[config.mk]
export PLATFORM = sky130hd
export DESIGN_NAME = comp_result_tally
export DESIGN_NICKNAME = d
export VERILOG_FILES = /design/src/rtl/comp_result_tally_pkg.sv /design/src/rtl/comp_bin_counter.sv /design/src/rtl/comp_result_tally.sv
export SDC_FILE = /design/constraint.sdc
export NUM_CORES = 1
export LEC_CHECK = 0
export ABC_CLOCK_PERIOD_IN_PS = 2600
export CAP_MARGIN = 20
export CELL_PAD_IN_SITES_DETAIL_PLACEMENT = 1
export CELL_PAD_IN_SITES_GLOBAL_PLACEMENT = 1
export CORE_MARGIN = 5
export CORE_UTILIZATION = 36
export CTS_BUF_LIST = sky130_fd_sc_hd__clkbuf_8
export DETAILED_ROUTE_END_ITERATION = 6
export PLACE_DENSITY_LB_ADDON = 0.1
export RECOVER_POWER = 50
export SLEW_MARGIN = 20
export SYNTH_ARGS = -nofsm -noshare
export SYNTH_HDL_FRONTEND = slang
export SYNTH_SLANG_ARGS = --single-unit
[constraint.sdc]
create_clock -name clk -period 2.6 [get_ports clk]
set_input_delay 0.52 -clock clk [delete_from_list [all_inputs] [get_ports clk]]
set_output_delay 0.52 -clock clk [all_outputs]
set_load 0.01 [all_outputs]
[src/rtl/comp_result_tally_pkg.sv]
// Shared types and constants for the comparator result tally block.
package comp_pkg;

    typedef enum logic {
        COUNT  = 1'b0,
        REPORT = 1'b1
    } state_t;

    localparam logic [1:0] MAJ_G = 2'b10;
    localparam logic [1:0] MAJ_S = 2'b01;
    localparam logic [1:0] MAJ_E = 2'b00;

    localparam int WINDOW_DEFAULT = 8;

    // Strictly greatest bin wins; e-greatest and any tie both report MAJ_E.
    function automatic logic [1:0] maj_of(input int ng, input int ne, input int ns);
        if (ng > ne && ng > ns)
            return MAJ_G;
        else if (ns > ng && ns > ne)
            return MAJ_S;
        else
            return MAJ_E;
    endfunction

endpackage

[src/rtl/comp_bin_counter.sv]
// Saturation-free up counter with synchronous clear and enable; the caller
// guarantees it never counts past WINDOW.
module comp_bin_counter #(
    parameter int CW = 4
) (
    input  logic          clk,
    input  logic          rst,
    input  logic          clr,
    input  logic          en,
    output logic [CW-1:0] count
);

    always_ff @(posedge clk) begin
        if (rst || clr)
            count <= '0;
        else if (en)
            count <= count + CW'(1);
    end

endmodule

[src/rtl/comp_result_tally.sv]
// Tallies comparator g/e/s outcomes over WINDOW samples and reports counts and
// a majority code. Optional one-hot sample checking: COMP_ONEHOT_CHECK_EN.
module comp_result_tally
    import comp_pkg::*;
#(
    parameter  int WINDOW = WINDOW_DEFAULT,
    localparam int CW     = $clog2(WINDOW + 1)
) (
    input  logic          clk,
    input  logic          rst,
    input  logic          in_valid,
    output logic          in_ready,
    input  logic          g,
    input  logic          e,
    input  logic          s,
    input  logic          flush,
    output logic          out_valid,
    input  logic          out_ready,
    output logic [CW-1:0] cnt_g,
    output logic [CW-1:0] cnt_e,
    output logic [CW-1:0] cnt_s,
    output logic [CW-1:0] cnt_n,
    output logic [1:0]    out_maj,
    output logic          err
);

    state_t state, state_next;
    logic   accept, legal;
    logic   inc_g, inc_e, inc_s, inc_n;
    logic   full, flush_go, clr, load_maj;
    logic [1:0] maj_next;

    assign in_ready  = (state == COUNT);
    assign out_valid = (state == REPORT);
    assign accept    = in_valid && in_ready;

`ifdef COMP_ONEHOT_CHECK_EN
    assign legal = $onehot({g, e, s});

    always_ff @(posedge clk) begin
        if (rst)
            err <= 1'b0;
        else if (accept && !legal)
            err <= 1'b1;
    end
`else
    assign legal = 1'b1;
    assign err   = 1'b0;
`endif

    // g > e > s priority; an all-zero sample only advances cnt_n.
    assign inc_n = accept && legal;
    assign inc_g = inc_n && g;
    assign inc_e = inc_n && !g && e;
    assign inc_s = inc_n && !g && !e && s;

    assign full     = inc_n && (cnt_n == CW'(WINDOW - 1));
    assign flush_go = flush && ((cnt_n != '0) || inc_n);

    // Majority is judged on the counts as they will stand after this edge.
    assign maj_next = maj_of(int'(cnt_g) + int'(inc_g),
                             int'(cnt_e) + int'(inc_e),
                             int'(cnt_s) + int'(inc_s));

    always_ff @(posedge clk) begin
        if (rst)
            state <= COUNT;
        else
            state <= state_next;
    end

    always_comb begin
        state_next = state;
        load_maj   = 1'b0;
        clr        = 1'b0;
        case (state)
            COUNT: begin
                if (full || flush_go) begin
                    state_next = REPORT;
                    load_maj   = 1'b1;
                end
            end
            REPORT: begin
                if (out_ready) begin
                    state_next = COUNT;
                    clr        = 1'b1;
                end
            end
            default: state_next = COUNT;
        endcase
    end

    always_ff @(posedge clk) begin
        if (rst)
            out_maj <= MAJ_E;
        else if (load_maj)
            out_maj <= maj_next;
    end

    comp_bin_counter #(.CW(CW)) u_cnt_g (.clk(clk), .rst(rst), .clr(clr), .en(inc_g), .count(cnt_g));
    comp_bin_counter #(.CW(CW)) u_cnt_e (.clk(clk), .rst(rst), .clr(clr), .en(inc_e), .count(cnt_e));
    comp_bin_counter #(.CW(CW)) u_cnt_s (.clk(clk), .rst(rst), .clr(clr), .en(inc_s), .count(cnt_s));
    comp_bin_counter #(.CW(CW)) u_cnt_n (.clk(clk), .rst(rst), .clr(clr), .en(inc_n), .count(cnt_n));

endmodule

Yosys cells after proc, flatten, opt, wreduce, memory -nomap -nowiden

Index checks and enable logic that the tools add are counted.

Bits in registers: 19
Latch bits: 0
Memory bits (writable): 0
Bits in read-only memories: 0
Bits of input ports: 8
Output and inout port bits: 21
Logic and storage cells: 43
Memories: 0

Add/sub/neg operators: 7
Multiply operators: 0
Divide/modulo/power cells: 0
Order comparisons: 4
Eq/ne operators: 1
Shift operators: 0
Mux-type cells: 8
Bitwise operators: 1
Reduce and logical (&&, ||, !) cells: 16

Operators with widths:

| cell                | count |
|---|---|
| $gt 5x5->1          | 4 |
| $add 4x1->4 const B | 4 |
| $add 4x1->5         | 3 |
| $logic_and 1x1->1   | 10 |
| $mux 1              | 6 |
| $eq 4x3->1 const B  | 1 |
| $reduce_bool 4->1   | 1 |
| $logic_or 1x1->1    | 3 |
| $logic_not 1->1     | 2 |
| $mux 2              | 1 |
| $pmux 1 s2          | 1 |
| $not 1->1           | 1 |

Logic depth before layout (Yosys ltp)

Gate-level depths: netlist of the first run.

Word-level depth: 10
Depth in mapped cells: 11
Gate-level depth less buffers: 11

Hierarchy

A second synthesis of the first run with hierarchy kept.

Cell total of the unflattened synthesis: 156
Area total of the unflattened synthesis: 1,430.1 µm²

By module, submodules not included:

| module            | times used | cells an instance | area an instance (µm²) | sequential area each (µm²) |
|---|---|---|---|---|
| comp_result_tally | 1          | 88                | 719.4                  | 60.1 |
| comp_bin_counter  | 4          | 17                | 177.7                  | 80.1 |

Worst setup path before layout of the first run

OpenSTA, ideal clock, no wires.

Path type: input-to-reg
From: in e
To: reg out_maj[1]
Library setup time: 0.072 ns
Data arrival time: 2.518 ns
Data required time: 2.528 ns
Path slack: 0.010 ns
Cell stages on the path: 11
Buffers on the path: 0
Cell sequence: nand2b_1 -> or3_1 -> inv_1 -> ha_1 -> ha_1 -> xor2_1 -> ha_1 -> a21oi_1 -> o22ai_1 -> a2111o_1 -> mux2i_1

Longest elaborated chain between the ends: 7
Elaborated cells on any way between the ends: 10
Those cells by class: add/sub (2); order compare (2); mux (1); reduce/logical (5)

Ends and longest elaborated chain:

| item                            | line                        | source |
|---|---|---|
| from (decl)                     | comp_result_tally.sv:14     | `input logic e,` |
| $logic_not 1->1                 | comp_result_tally.sv:55     | `assign inc_s = inc_n && !g && !e && s;` |
| $logic_and 1x1->1 (2 in series) | comp_result_tally.sv:55     |  |
| named net inc_s                 | comp_result_tally.sv:29     | `logic inc_g, inc_e, inc_s, inc_n;` |
| $add 4x1->5                     | comp_result_tally.sv:63     | `int'(cnt_s) + int'(inc_s));` |
| $gt 5x5->1                      | comp_result_tally_pkg.sv:17 | `if (ng > ne && ng > ns)` |
| $logic_and 1x1->1               | comp_result_tally_pkg.sv:17 |  |
| $mux 2                          | comp_result_tally_pkg.sv:17 |  |
| to (signal assigned)            | comp_result_tally.sv:97     | `out_maj <= maj_next;` |
| to (decl)                       | comp_result_tally.sv:23     | `output logic [1:0] out_maj,` |

The timed path passes the listed nets, and every way through them passes these cells.
A chain may end at the register's enable or synchronous reset.

Worst setup path in the final report of the first run

From: in e
To: reg out_maj[0]

Longest elaborated chain between the ends: 8
Elaborated cells on any way between the ends: 14
Those cells by class: add/sub (2); order compare (4); mux (2); reduce/logical (6)

Ends and longest elaborated chain:

| item                              | line                        | source |
|---|---|---|
| $logic_not 1->1 *                 | comp_result_tally.sv:55     |  |
| $logic_and 1x1->1 * (2 in series) | comp_result_tally.sv:55     |  |
| named net inc_s                   | comp_result_tally.sv:29     |  |
| $add 4x1->5 *                     | comp_result_tally.sv:63     |  |
| $gt 5x5->1                        | comp_result_tally_pkg.sv:19 | `else if (ns > ng && ns > ne)` |
| $logic_and 1x1->1                 | comp_result_tally_pkg.sv:19 |  |
| $mux 1                            | comp_result_tally_pkg.sv:19 |  |
| $mux 2 *                          | comp_result_tally_pkg.sv:17 |  |

Mark *: on every way through the listed nets, which the timed path passes. The rest lies on a longest branch.

==> PnR_summary.wiki, run 1 <==
{| class="wikitable"
! Metric !! Value
|-
| Via-per-instance ratio || 5.06
|-
| DP Wirelength || 2840 um
|-
| Number of antenna diodes || 0
|-
| Final routed DRC violation total || 0
|-
| DR vias || 1,310
|-
| Routed length per placed instance || 16.2 um
|-
| Width of the chip || 72.5 um
|-
| Initial DRC count || 37
|-
| Top area cells in the synthesized netlist || sky130_fd_sc_hd__dfxtp_1 (27%), sky130_fd_sc_hd__ha_1 (23%), sky130_fd_sc_hd__xor2_1 (7.5%)
|-
| Period minus WS final || 2.54 ns
|-
| Maximum clock insertion buffer count || 2
|-
| Via count of the first global-routing pass || 1,455
|-
| # rows || 22
|-
| Instance count along the most critical hold path || 2
|-
| Kind of cell adding the most delay to the critical path || compound AO/OA/AOI/OAI gates
|-
| Initial antenna violation count || 0
|-
| Area used by sequential logic in the layout || 382 um2
|-
| Number of H-tree branching levels || 1
|-
| Share of total power in combinational logic || 0.237
|-
| Placement Cell Area || 1790 um2
|-
| Post-synth ARST share || 0
|-
| Met1 WL || 1820 um
|-
| Number of port buffers || 27
|-
| Overflow left after global routing || 0
|-
| Routed WL || 4190 um
|-
| Critical Path Sink Type || flip-flop
|-
| Number of distinct library cell variants in the gate-level netlist after synthesis || 35
|-
| Max-slew headroom || 0.608
|-
| Crit Path Max Fanout || 2
|-
| Post-route standard cell area excluding fillers || 2110 um2
|-
| Number of nets in the layout || 246
|-
| Detailed route wirelength on metal3 || 141 um
|-
| Sequential cell fraction of total power || 0.447
|-
| Count of flip-flops with a built-in enable after synthesis || 0
|-
| Overall fraction of global-route tracks in use || 0.174
|-
| Max-slew violation count || 0
|-
| Syn Nets || 195
|-
| Main synth FF type || sky130_fd_sc_hd__dfxtp_1
|-
| Combined area of the multi-input logic cells || 1140 um2
|-
| Met2 wire length || 2180 um
|-
| Clock slew at reported path FFs || 0.08 ns
|-
| Hold violation count in the final report || 0
|-
| Crit path max-delay cell type || sky130_fd_sc_hd__or3_4
|-
| Count of nets left with antenna violations after detail routing || 0
|-
| Yosys synthesis warning count || 0
|-
| Switching share of total power || 0.295
|-
| Root Driver || sky130_fd_sc_hd__clkbuf_8
|-
| Die extent in y || 72.5 um
|-
| Netlist area before placement || 1410 um2
|-
| Worst ir drop on vdd || 280 uV
|-
| Util after Layout || 0.569
|-
| Synthesized area per cell || 8.74 um2
|-
| Share of total power in the clock network || 0.316
|-
| Cells on worst reg2reg path || 11
|-
| Most instantiated cells after synthesis || sky130_fd_sc_hd__ha_1 (26), sky130_fd_sc_hd__dfxtp_1 (19), sky130_fd_sc_hd__nor2_1 (17), sky130_fd_sc_hd__inv_1 (16), sky130_fd_sc_hd__xor2_1 (12)
|-
| Most repeated library cell on the critical path || sky130_fd_sc_hd__nand3_2
|-
| Pin count of the biggest net entering global routing || 18
|-
| Power dissipated by switching net loads || 0.206 mW
|-
| Share of the synthesized area in the top cell type || 0.270
|-
| Setup TNS || 0 ns
|-
| TritonCTS clock tree || done
|-
| Largest clock skew in the final design || 0.00191 ns
|-
| Area overhead of the layout relative to synthesis || 50.4%
|-
| Maximum operating frequency || 394 MHz
|-
| Slew @ Worst Pin || 0.588 ns
|-
| Skew-Pair Late Insertion Delay || 0.26 ns
|-
| Register bit total from synthesis || 19
|-
| Total die area || 5260 um2
|-
| Final-report setup violation count || 0
|-
| First-pass GRT wire length || 7090 um
|-
| Worst EP required || 2.78 ns
|-
| Number of buffers created by CTS || 3
|-
| Startpoint type of the worst setup path || input pin
|-
| Crit. path cell count || 12
|-
| Cts hold-fix bufs || 0
|-
| Initial Utilization || 0.378
|-
| Number of sinks on the clock net || 19
|-
| Biggest area consumer among synthesized cells || sky130_fd_sc_hd__dfxtp_1
|-
| Worst EP arrival || 2.72 ns
|-
| Most used standard cell by instance count after synthesis || sky130_fd_sc_hd__ha_1
|-
| Ports placed on the boundary || 29
|-
| Total iterations of the first detailed-routing run || 4
|-
| Ordered cell list for the critical path || clkbuf_2 > nand2b_4 > or3_4 > inv_2 > ha_4 > nand3_2 > xnor2_2 > ha_1 > nand3_2 > o21bai_1 > a31o_2 > o41ai_2
|-
| Count of filler cells inserted in the layout || 437
|-
| Final estimated routing congestion in global placement || 0.784
|-
| Core ar. || 3720 um2
|-
| Share of the clock period used by the worst path || 0.977
|-
| Register area share after synthesis || 0.270
|-
| Number of max-capacitance violations reported || 0
|-
| Worst path buffer plus inverter count || 2
|-
| Post-route worst hold slack || 0.482 ns
|-
| Uppermost signal routing layer after detailed routing || met4
|-
| Status || finished clean
|-
| Share of final-layout standard cells stronger than drive strength 1 || 0.294
|-
| Power density of the placed cells || 330 nW/um2
|-
| Worst setup path category || in2reg
|-
| Slowest stage delay, CP || 0.37 ns
|-
| Internal Power || 0.493 mW
|-
| Synth Instances || 161
|-
| HP Class || reg2reg
|-
| Leakage power of the design || 0.938 nW
|}
[registers in the layout, summed over array words and instances, names as in the netlist]
register,cells
out_valid,1
out_maj,2
u_cnt_g.count,4
u_cnt_e.count,4
u_cnt_n.count,4
u_cnt_s.count,4
[cells in the final DEF (no fill, tap or decap), drive strengths merged, types with 7 or more instances in the layout]
| master | instances |
|---|---|
| dfxtp | 19 |
| nand3 | 7 |
| nand2 | 10 |
| inv | 16 |
| buf | 26 |
| clkdlybuf4s50 | 19 |
| xor2 | 12 |
| ha | 26 |
| nor2 | 17 |
[metal layers]
metal | global-route usage | vias to the layer above
li1 | - | 652
met1 | 0.204 | 632
met2 | 0.324 | 22
met3 | 0.0388 | 4
met4 | 0.0287 | 0
met5 | 0 | -
[layout make-up]
cell class | count | share of cell area
Inverter | 16 | 0.0284
Timing Repair Buffer | 51 | 0.204
Clock buffer | 3 | 0.0195
Tap cell | 48 | 0.0284
Clock inverter | 1 | 0.00237
Sequential cell | 19 | 0.180
Multi-Input combinational cell | 121 | 0.537
[worst reg2reg max path: cells and delay by family, from the launching register on]
family          cells  cell delay (ns)
xor+xnor            1             0.17
fa+ha+maj           2             0.47
simple gates        4             0.66
buf+inv             1             0.08
flops               1             0.35
compound gates      3             0.69
[stage by stage]
step / instances / worst slack, ns / power (mW)
global route: 259 / -0.0236 / 0.735
CTS: 257 / 0.00549 / 0.692
detailed placement: 242 / -0.698 / 0.457
finish: 259 / 0.0590 / 0.699
floorplan: 161 / 0.0102 / 0.394
global placement: 242 / -0.694 / 0.453
[power by group through the flow]
stage	clock network, mW	registers (mW)	logic (mW)
2_1_floorplan	0	0.320	0.0737
3_3_place_gp	0	0.317	0.137
3_5_place_dp	0	0.317	0.141
4_1_cts	0.219	0.312	0.161
5_1_grt	0.237	0.315	0.183
6_report	0.221	0.313	0.165
[cell families after synthesis]
family	count (synthesis)	share of synthesized area
simple gates	54	0.204
fa+ha+maj	26	0.231
buf+inv	21	0.0614
compound gates	19	0.0961
flops	19	0.270
xor+xnor	17	0.106
mux	4	0.0285
other cells	1	0.00267
[timing repair]
item | in CTS | in global routing
setup endpoints to repair | 2 | 4
pin swaps | 16 | 5
resized for setup | 36 | 12
gates cloned | 0 | 0
setup buffers | 11 | 2
[worst paths after layout]
kind,start,endpoint,slack [ns]
max,e,out_maj[0],0.06
min,out_maj[1],out_maj[1],0.48
max reg2reg,out_valid,out_maj[0],0.10
min reg2reg,out_maj[1],out_maj[1],0.48
Note: power is estimated with default switching activity, not from simulation.
==> run 2, diff against run 1 <==
--- a/config.mk
+++ b/config.mk
@@ -7,10 +7,11 @@
 export LEC_CHECK = 0
 export ABC_CLOCK_PERIOD_IN_PS = 2600
 export CAP_MARGIN = 20
-export CELL_PAD_IN_SITES_DETAIL_PLACEMENT = 1
-export CELL_PAD_IN_SITES_GLOBAL_PLACEMENT = 1
+export CELL_PAD_IN_SITES_DETAIL_PLACEMENT = 0
+export CELL_PAD_IN_SITES_GLOBAL_PLACEMENT = 2
+export CORE_ASPECT_RATIO = 0.9
 export CORE_MARGIN = 5
-export CORE_UTILIZATION = 36
+export CORE_UTILIZATION = 28
 export CTS_BUF_LIST = sky130_fd_sc_hd__clkbuf_8
 export DETAILED_ROUTE_END_ITERATION = 6
 export PLACE_DENSITY_LB_ADDON = 0.1
==> run 2 against run 1 <==
  * Maximum frequency increased by 2.1%
  * Critical endpoint unchanged
  * Non-clock buffer count decreased by 12
  * Power decreased by 3.4%
  * Largest power group unchanged
  * Final cell count increased by 1.9%
  * Sequential power about the same
  * Wire length decreased by 17%
  * Flip-flop and latch count unchanged
==> PnR_summary.wiki, run 2 (synthesis results as in run 1) <==
{| class="wikitable"
! Metric !! Value
|-
| Initial antenna violation count || 0 (unchanged)
|-
| TritonCTS clock tree || done
|-
| # rows || 24 (+9.1%)
|-
| Ports placed on the boundary || 29 (unchanged)
|-
| Count of nets left with antenna violations after detail routing || 0 (unchanged)
|-
| Final-report setup violation count || 0 (unchanged)
|-
| Crit path max-delay cell type || sky130_fd_sc_hd__or3_4
|-
| Routed WL || 3490 um (-17%)
|-
| Post-route worst hold slack || 0.476 ns (-0.00625 ns)
|-
| DP Wirelength || 2740 um (-3.4%)
|-
| First-pass GRT wire length || 5810 um (-18%)
|-
| Cts hold-fix bufs || 0 (unchanged)
|-
| Pin count of the biggest net entering global routing || 18 (unchanged)
|-
| Largest clock skew in the final design || 0.00605 ns (+0.00413 ns)
|-
| Initial Utilization || 0.289 (-0.0894)
|-
| Worst path buffer plus inverter count || 2 (unchanged)
|-
| Number of max-capacitance violations reported || 0 (unchanged)
|-
| Width of the chip || 84.7 um (+17%)
|-
| Hold violation count in the final report || 0 (unchanged)
|-
| Number of buffers created by CTS || 3 (unchanged)
|-
| Leakage power of the design || 0.897 nW (-4.4%)
|-
| Core ar. || 4860 um2 (+31%)
|-
| Via count of the first global-routing pass || 1,173 (-19%)
|-
| Via-per-instance ratio || 4.66 (-7.8%)
|-
| Number of port buffers || 27 (unchanged)
|-
| Period minus WS final || 2.49 ns (-0.0511 ns)
|-
| Ordered cell list for the critical path || buf_6 > nand2b_4 > or3_4 > inv_2 > ha_4 > ha_4 > and3_4 > ha_4 > nand4_1 > o22ai_2 > a31o_2 > o41ai_2
|-
| Most repeated library cell on the critical path || sky130_fd_sc_hd__ha_4
|-
| Critical Path Sink Type || flip-flop
|-
| Area overhead of the layout relative to synthesis || 48.9%
|-
| Final routed DRC violation total || 0 (unchanged)
|-
| Max-slew violation count || 0 (unchanged)
|-
| Reg2Reg Setup Slack || 0.14 ns (+0.04 ns)
|-
| Max-slew headroom || 0.601 (-0.00686)
|-
| Skew-Pair Late Insertion Delay || 0.26 ns (about the same)
|-
| DR vias || 1,231 (-6.0%)
|-
| Overflow left after global routing || 0 (unchanged)
|-
| Number of sinks on the clock net || 19 (unchanged)
|-
| Maximum operating frequency || 402 MHz (+2.1%)
|-
| Slowest stage delay, CP || 0.37 ns (about the same)
|-
| Initial DRC count || 9 (-76%)
|-
| Power, Total || 0.675 mW (-3.4%)
|-
| Count of filler cells inserted in the layout || 506 (+16%)
|-
| RSZ-0062 raised after global routing || false
|-
| Power density of the placed cells || 322 nW/um2 (-2.5%)
|-
| Number of nets in the layout || 234 (-4.9%)
|-
| Crit Path Max Fanout || 3 (+1)
|-
| Worst EP arrival || 2.66 ns (-0.06 ns)
|-
| Clock slew at reported path FFs || 0.08 ns (about the same)
|-
| Final estimated routing congestion in global placement || 0.735 (-6.2%)
|-
| Total iterations of the first detailed-routing run || 4 (unchanged)
|-
| Number of H-tree branching levels || 1 (unchanged)
|-
| Share of final-layout standard cells stronger than drive strength 1 || 0.271 (-0.0225)
|-
| Slew @ Worst Pin || 0.598 ns (+0.0103 ns)
|-
| Total die area || 6540 um2 (+24%)
|-
| Routed length per placed instance || 13.2 um (-18%)
|-
| Status || finished clean
|-
| Leading cell types in the layout, fill and taps excluded || sky130_fd_sc_hd__clkdlybuf4s50_1 (20), sky130_fd_sc_hd__ha_1 (18), sky130_fd_sc_hd__dfxtp_1 (18)
|-
| Most frequent standard cell in the layout excluding fill and tap cells || sky130_fd_sc_hd__clkdlybuf4s50_1
|-
| Number of antenna diodes || 0 (unchanged)
|-
| Util after Layout || 0.431 (-0.138)
|-
| HP Class || reg2reg
|-
| Kind of cell adding the most delay to the critical path || simple AND/OR/NAND/NOR gates
|-
| Worst ir drop on vdd || 164 uV (-42%)
|-
| Startpoint type of the worst setup path || input pin
|-
| Die extent in y || 77.2 um (+6.5%)
|-
| Maximum clock insertion buffer count || 2 (unchanged)
|-
| Overall fraction of global-route tracks in use || 0.111 (-0.0629)
|-
| Worst EP required || 2.77 ns (about the same)
|-
| Worst setup path category || in2reg
|-
| Root Driver || sky130_fd_sc_hd__clkbuf_8
|-
| Share of the clock period used by the worst path || 0.958 (-0.0197)
|}
[run 2: where the power goes]
| group | switching [mW] | total (mW) | internal (mW) |
|---|---|---|---|
| Sequential | 0.0125 | 0.312 | 0.300 |
| Combinational | 0.0710 | 0.150 | 0.0787 |
| Clock | 0.106 | 0.213 | 0.107 |
| Total | 0.189 | 0.675 | 0.485 |
[run 2: layout make-up]
type / instances / area (um2) / area share
flip-flops and latches: 19 / 382 / 0.182
clock buffers: 3 / 41.3 / 0.0197
well taps: 65 / 81.3 / 0.0388
inverters: 16 / 60.1 / 0.0287
clock inverters: 1 / 5.00 / 0.00239
repair buffers: 39 / 347 / 0.165
multi-input cells: 121 / 1180 / 0.563
[run 2: final timing paths]
check             startpoint    endpoint  cells past startpoint
setup reg to reg   out_valid  out_maj[0]                     11
setup / recovery           e  out_maj[0]                     12
hold reg to reg   out_maj[1]  out_maj[1]                      2
hold / removal    out_maj[1]  out_maj[1]                      2
[run 2: metal layers]
layer,track usage,part of all wire
met1,0.147,0.47
met2,0.178,0.47
met3,0.0311,0.040
met4,0.0237,0.013
met5,0,0
[run 2: worst min-delay path, stage by stage, from the launching register on]
cell,delay [ns]
sky130_fd_sc_hd__dfxtp_1,0.31
sky130_fd_sc_hd__nand2b_1,0.06
sky130_fd_sc_hd__mux2i_1,0.06
[run 2: repair_timing]
action                                  CTS  global route
pin swaps                                10            10
buffers inserted                          1             0
gates resized for setup                  33            19
endpoints found under the setup margin    2             2
[run 2: metrics by stage]
step	setup WS, ns	std cells	cell area, um2	TNS, ns
6_report	0.110	264	2090	0
4_1_cts	0.00222	264	2030	0
2_1_floorplan	0.0102	161	1410	0
3_3_place_gp	-0.675	259	1810	-1.32
5_1_grt	0.000290	264	2090	0
3_5_place_dp	-0.722	259	1810	-1.42
==> run 3, diff against run 2 <==
--- a/config.mk
+++ b/config.mk
@@ -12,11 +12,11 @@
 export CORE_ASPECT_RATIO = 0.9
 export CORE_MARGIN = 5
 export CORE_UTILIZATION = 28
-export CTS_BUF_LIST = sky130_fd_sc_hd__clkbuf_8
 export DETAILED_ROUTE_END_ITERATION = 6
 export PLACE_DENSITY_LB_ADDON = 0.1
 export RECOVER_POWER = 50
 export SLEW_MARGIN = 20
 export SYNTH_ARGS = -nofsm -noshare
 export SYNTH_HDL_FRONTEND = slang
+export SYNTH_HIERARCHICAL = 1
 export SYNTH_SLANG_ARGS = --single-unit
==> run 3 against run 2 <==
  * First-iteration DRC count grew to 2.6 times the previous value
  * Combinational power is 30% higher
  * Clock power hardly changed
  * Count of clock-buffer cells in the layout stayed put
  * Utilization hardly changed
  * Critical path type is now reg2reg
==> PnR_summary.wiki, run 3 <==
{| class="wikitable"
! Metric !! Value
|-
| Pre-CTS setup slack || -0.650 ns (+0.0718 ns)
|-
| Worst EP arrival || 2.74 ns (+0.08 ns)
|-
| Post-route standard cell area excluding fillers || 2110 um2 (+0.60%)
|-
| Share of final-layout standard cells stronger than drive strength 1 || 0.291 (+0.0199)
|-
| Number of H-tree branching levels || 1 (unchanged)
|-
| DP Wirelength || 3020 um (+9.9%)
|-
| Combinational family with the most area after synthesis || simple AND/OR/NAND/NOR gates
|-
| Synthesized area per cell || 9.17 um2 (+4.9%)
|-
| TritonCTS clock tree || done
|-
| Count of nets left with antenna violations after detail routing || 0 (unchanged)
|-
| Most used standard cell by instance count after synthesis || sky130_fd_sc_hd__ha_1
|-
| Number of buffers created by CTS || 3 (unchanged)
|-
| Syn Nets || 189 (-3.1%)
|-
| Post-route worst hold slack || 0.529 ns (+0.0534 ns)
|-
| Critical Path Sink Type || flip-flop
|-
| Clock slew at reported path FFs || 0.08 ns (about the same)
|-
| Count of flip-flops with a built-in enable after synthesis || 0 (unchanged)
|-
| Number of sinks on the clock net || 19 (unchanged)
|-
| Maximum clock insertion buffer count || 2 (unchanged)
|-
| Util after Layout || 0.430 (about the same)
|-
| Via-per-instance ratio || 4.82 (+3.3%)
|-
| Area overhead of the layout relative to synthesis || 47.3%
|-
| Slew @ Worst Pin || 0.662 ns (+0.0639 ns)
|-
| Combined area of the multi-input logic cells || 1140 um2 (-3.1%)
|-
| Initial DRC count || 23 (+14)
|-
| Simple-gate portion of the synthesized area || 0.224 (+0.0202)
|-
| Overflow left after global routing || 0 (unchanged)
|-
| Xor/xnor share of the synthesized area || 0.0612 (-0.0446)
|-
| Kind of cell adding the most delay to the critical path || simple AND/OR/NAND/NOR gates
|-
| Cells after DPL || 258 (-0.39%)
|-
| Most instantiated cells after synthesis || sky130_fd_sc_hd__ha_1 (25), sky130_fd_sc_hd__dfxtp_1 (19), sky130_fd_sc_hd__inv_1 (12), sky130_fd_sc_hd__nor2_1 (12)
|-
| Max-slew violation count || 0 (unchanged)
|-
| Share of synthesized cell area in full adder, half adder and majority cells || 0.219 (-0.0126)
|-
| Top area cells in the synthesized netlist || sky130_fd_sc_hd__dfxtp_1 (27%), sky130_fd_sc_hd__ha_1 (22%), sky130_fd_sc_hd__xnor2_1 (4.3%)
|-
| Slowest stage delay, CP || 0.34 ns (-0.03 ns)
|-
| Leakage power of the design || 0.905 nW (+0.96%)
|-
| Main synth FF type || sky130_fd_sc_hd__dfxtp_1
|-
| Number of port buffers || 27 (unchanged)
|-
| Number of nets in the layout || 240 (+2.6%)
|-
| Final estimated routing congestion in global placement || 0.762 (+3.6%)
|-
| Maximum operating frequency || 391 MHz (-2.6%)
|-
| Hold violation count in the final report || 0 (unchanged)
|-
| DR vias || 1,305 (+6.0%)
|-
| Final worst-path setup slack || 0.0441 ns (-0.0660 ns)
|-
| Instance count along the most critical hold path || 2 (unchanged)
|-
| HP Class || reg2reg
|-
| Worst path buffer plus inverter count || 2 (unchanged)
|-
| Power, Total || 0.726 mW (+7.7%)
|-
| Initial Utilization || 0.292 (+0.00308)
|-
| Register area share after synthesis || 0.266 (-0.00450)
|-
| Status || finished clean
|-
| Power density of the placed cells || 345 nW/um2 (+7.0%)
|-
| Share of the clock period used by the worst path || 0.983 (+0.0254)
|-
| Period minus WS final || 2.56 ns (+0.0660 ns)
|-
| Worst ir drop on vdd || 265 uV (+62%)
|-
| Number of max-capacitance violations reported || 0 (unchanged)
|-
| Total iterations of the first detailed-routing run || 4 (unchanged)
|-
| Crit. path cell count || 12 (unchanged)
|-
| Total die area || 6640 um2 (+1.5%)
|-
| Root Driver || sky130_fd_sc_hd__clkbuf_8
|-
| Worst setup path category || reg2reg
|-
| Via count of the first global-routing pass || 1,342 (+14%)
|-
| Cells on worst reg2reg path || 12 (+1)
|-
| Pin count of the biggest net entering global routing || 18 (unchanged)
|-
| Cts hold-fix bufs || 0 (unchanged)
|-
| Max-slew headroom || 0.557 (-0.0440)
|-
| Crit path max-delay cell type || sky130_fd_sc_hd__ha_1
|-
| Startpoint type of the worst setup path || flip-flop
|-
| Worst EP required || 2.78 ns (about the same)
|-
| Area used by sequential logic in the layout || 382 um2 (unchanged)
|-
| Number of antenna diodes || 0 (unchanged)
|-
| Compound-Gate Fraction of Synth Area || 0.131 (+0.0351)
|-
| Most frequent standard cell in the layout excluding fill and tap cells || sky130_fd_sc_hd__clkdlybuf4s50_1
|-
| Routed length per placed instance || 14.3 um (+7.9%)
|-
| Width of the chip || 85.3 um (+0.74%)
|-
| Final routed DRC violation total || 0 (unchanged)
|-
| Overall fraction of global-route tracks in use || 0.120 (+0.00892)
|-
| Leading cell types in the layout, fill and taps excluded || sky130_fd_sc_hd__clkdlybuf4s50_1 (21), sky130_fd_sc_hd__ha_1 (20), sky130_fd_sc_hd__dfxtp_1 (18), sky130_fd_sc_hd__buf_4 (18), sky130_fd_sc_hd__nor2_1 (11)
|-
| Ordered cell list for the critical path || inv_2 > nand2_4 > nor4b_4 > ha_2 > nand3_2 > xnor2_2 > ha_1 > nand4_1 > buf_4 > o22ai_2 > a211o_2 > o31ai_2
|-
| First-pass GRT wire length || 6370 um (+9.6%)
|-
| Count of filler cells inserted in the layout || 481 (-4.9%)
|-
| Largest clock skew in the final design || 0.00146 ns (-0.00459 ns)
|-
| Core ar. || 4890 um2 (+0.62%)
|-
| Routed WL || 3870 um (+11%)
|-
| Post-synth ARST share || 0 (unchanged)
|-
| Biggest area consumer among synthesized cells || sky130_fd_sc_hd__dfxtp_1
|-
| Initial antenna violation count || 0 (unchanged)
|-
| Synth Instances || 156 (-3.1%)
|-
| Placement Cell Area || 1910 um2 (+5.4%)
|-
| Yosys synthesis warning count || 6 (+6)
|-
| Ports placed on the boundary || 29 (unchanged)
|-
| Die extent in y || 77.8 um (+0.73%)
|-
| Setup TNS || 0 ns (unchanged)
|-
| Final cell count without fillers || 271 (+2.7%)
|-
| # rows || 24 (unchanged)
|-
| Number of distinct library cell variants in the gate-level netlist after synthesis || 36 (+2.9%)
|-
| Final-report setup violation count || 0 (unchanged)
|-
| Share of the synthesized area in the top cell type || 0.266 (-0.00450)
|-
| Mux share of post-synthesis cell area || 0.0595 (+0.0310)
|-
| Crit Path Max Fanout || 3 (unchanged)
|-
| Skew-Pair Late Insertion Delay || 0.26 ns (about the same)
|-
| Register bit total from synthesis || 19 (unchanged)
|-
| Netlist area before placement || 1430 um2 (+1.7%)
|-
| RSZ-0062 raised after global routing || true
|}
==> run 3: changes by cell type in the layout (fill, tap and decap cells not counted), moves of 5 or more <==
cell / before / now
sky130_fd_sc_hd__xor2_1: 9 / 1
sky130_fd_sc_hd__buf_4: 12 / 18
sky130_fd_sc_hd__nand2_1: 10 / 2
sky130_fd_sc_hd__nor3_1: 0 / 5
sky130_fd_sc_hd__nor2_1: 17 / 11
==> run 3: power by group <==
part | internal, mW | switching (mW)
sequential | 0.302 | 0.0159
clock | 0.107 | 0.106
combinational | 0.102 | 0.0935
==> run 3: routing by layer <==
metal / GRT usage / routed length [um] / vias up
met3: 0.0339 / 138 / 2
li1: - / - / 673
met5: 0 / 0 / -
met4: 0.0237 / 23 / 0
met1: 0.147 / 1800 / 616
met2: 0.207 / 1910 / 14
==> run 3: area by class of cell <==
cell class	instances	share of cell area
clock buffers	3	0.0196
clock inverters	1	0.00238
inverters	12	0.0214
well taps	65	0.0386
multi-input cells	124	0.542
flip-flops and latches	19	0.181
repair buffers	47	0.195
==> run 3: worst paths after layout <==
check	start	end	slack [ns]
hold reg to reg	out_maj[0]	out_maj[0]	0.53
setup reg to reg	out_valid	out_maj[0]	0.04
hold / removal	out_maj[0]	out_maj[0]	0.53
setup / recovery	out_valid	out_maj[0]	0.04
==> run 3: worst reg2reg max path, cell delays in order (launching register included) <==
cell and delay, ns:
sky130_fd_sc_hd__dfxtp_2 0.33, sky130_fd_sc_hd__inv_2 0.07, sky130_fd_sc_hd__nand2_4 0.07, sky130_fd_sc_hd__nor4b_4 0.33, sky130_fd_sc_hd__ha_2 0.27, sky130_fd_sc_hd__nand3_2 0.10
sky130_fd_sc_hd__xnor2_2 0.17, sky130_fd_sc_hd__ha_1 0.34, sky130_fd_sc_hd__nand4_1 0.16, sky130_fd_sc_hd__buf_4 0.13, sky130_fd_sc_hd__o22ai_2 0.06, sky130_fd_sc_hd__a211o_2 0.27
sky130_fd_sc_hd__o31ai_2 0.20
==> run 3: cells by family after synthesis <==
family / Yosys count
other: 1
and+or+nand+nor: 56
AOI/OAI and AO/OA: 24
DFF: 19
muxes: 8
xor gates and xnor gates: 10
adders and majority gates: 25
buffers and inverters: 13
==> run 3: timing repair <==
item                                    in CTS  in global routing
endpoints found under the hold margin        0                  0
setup buffers                                7                  2
pin swaps                                   13                 11
gates resized for setup                     26                  5
endpoints found under the setup margin       2                  2
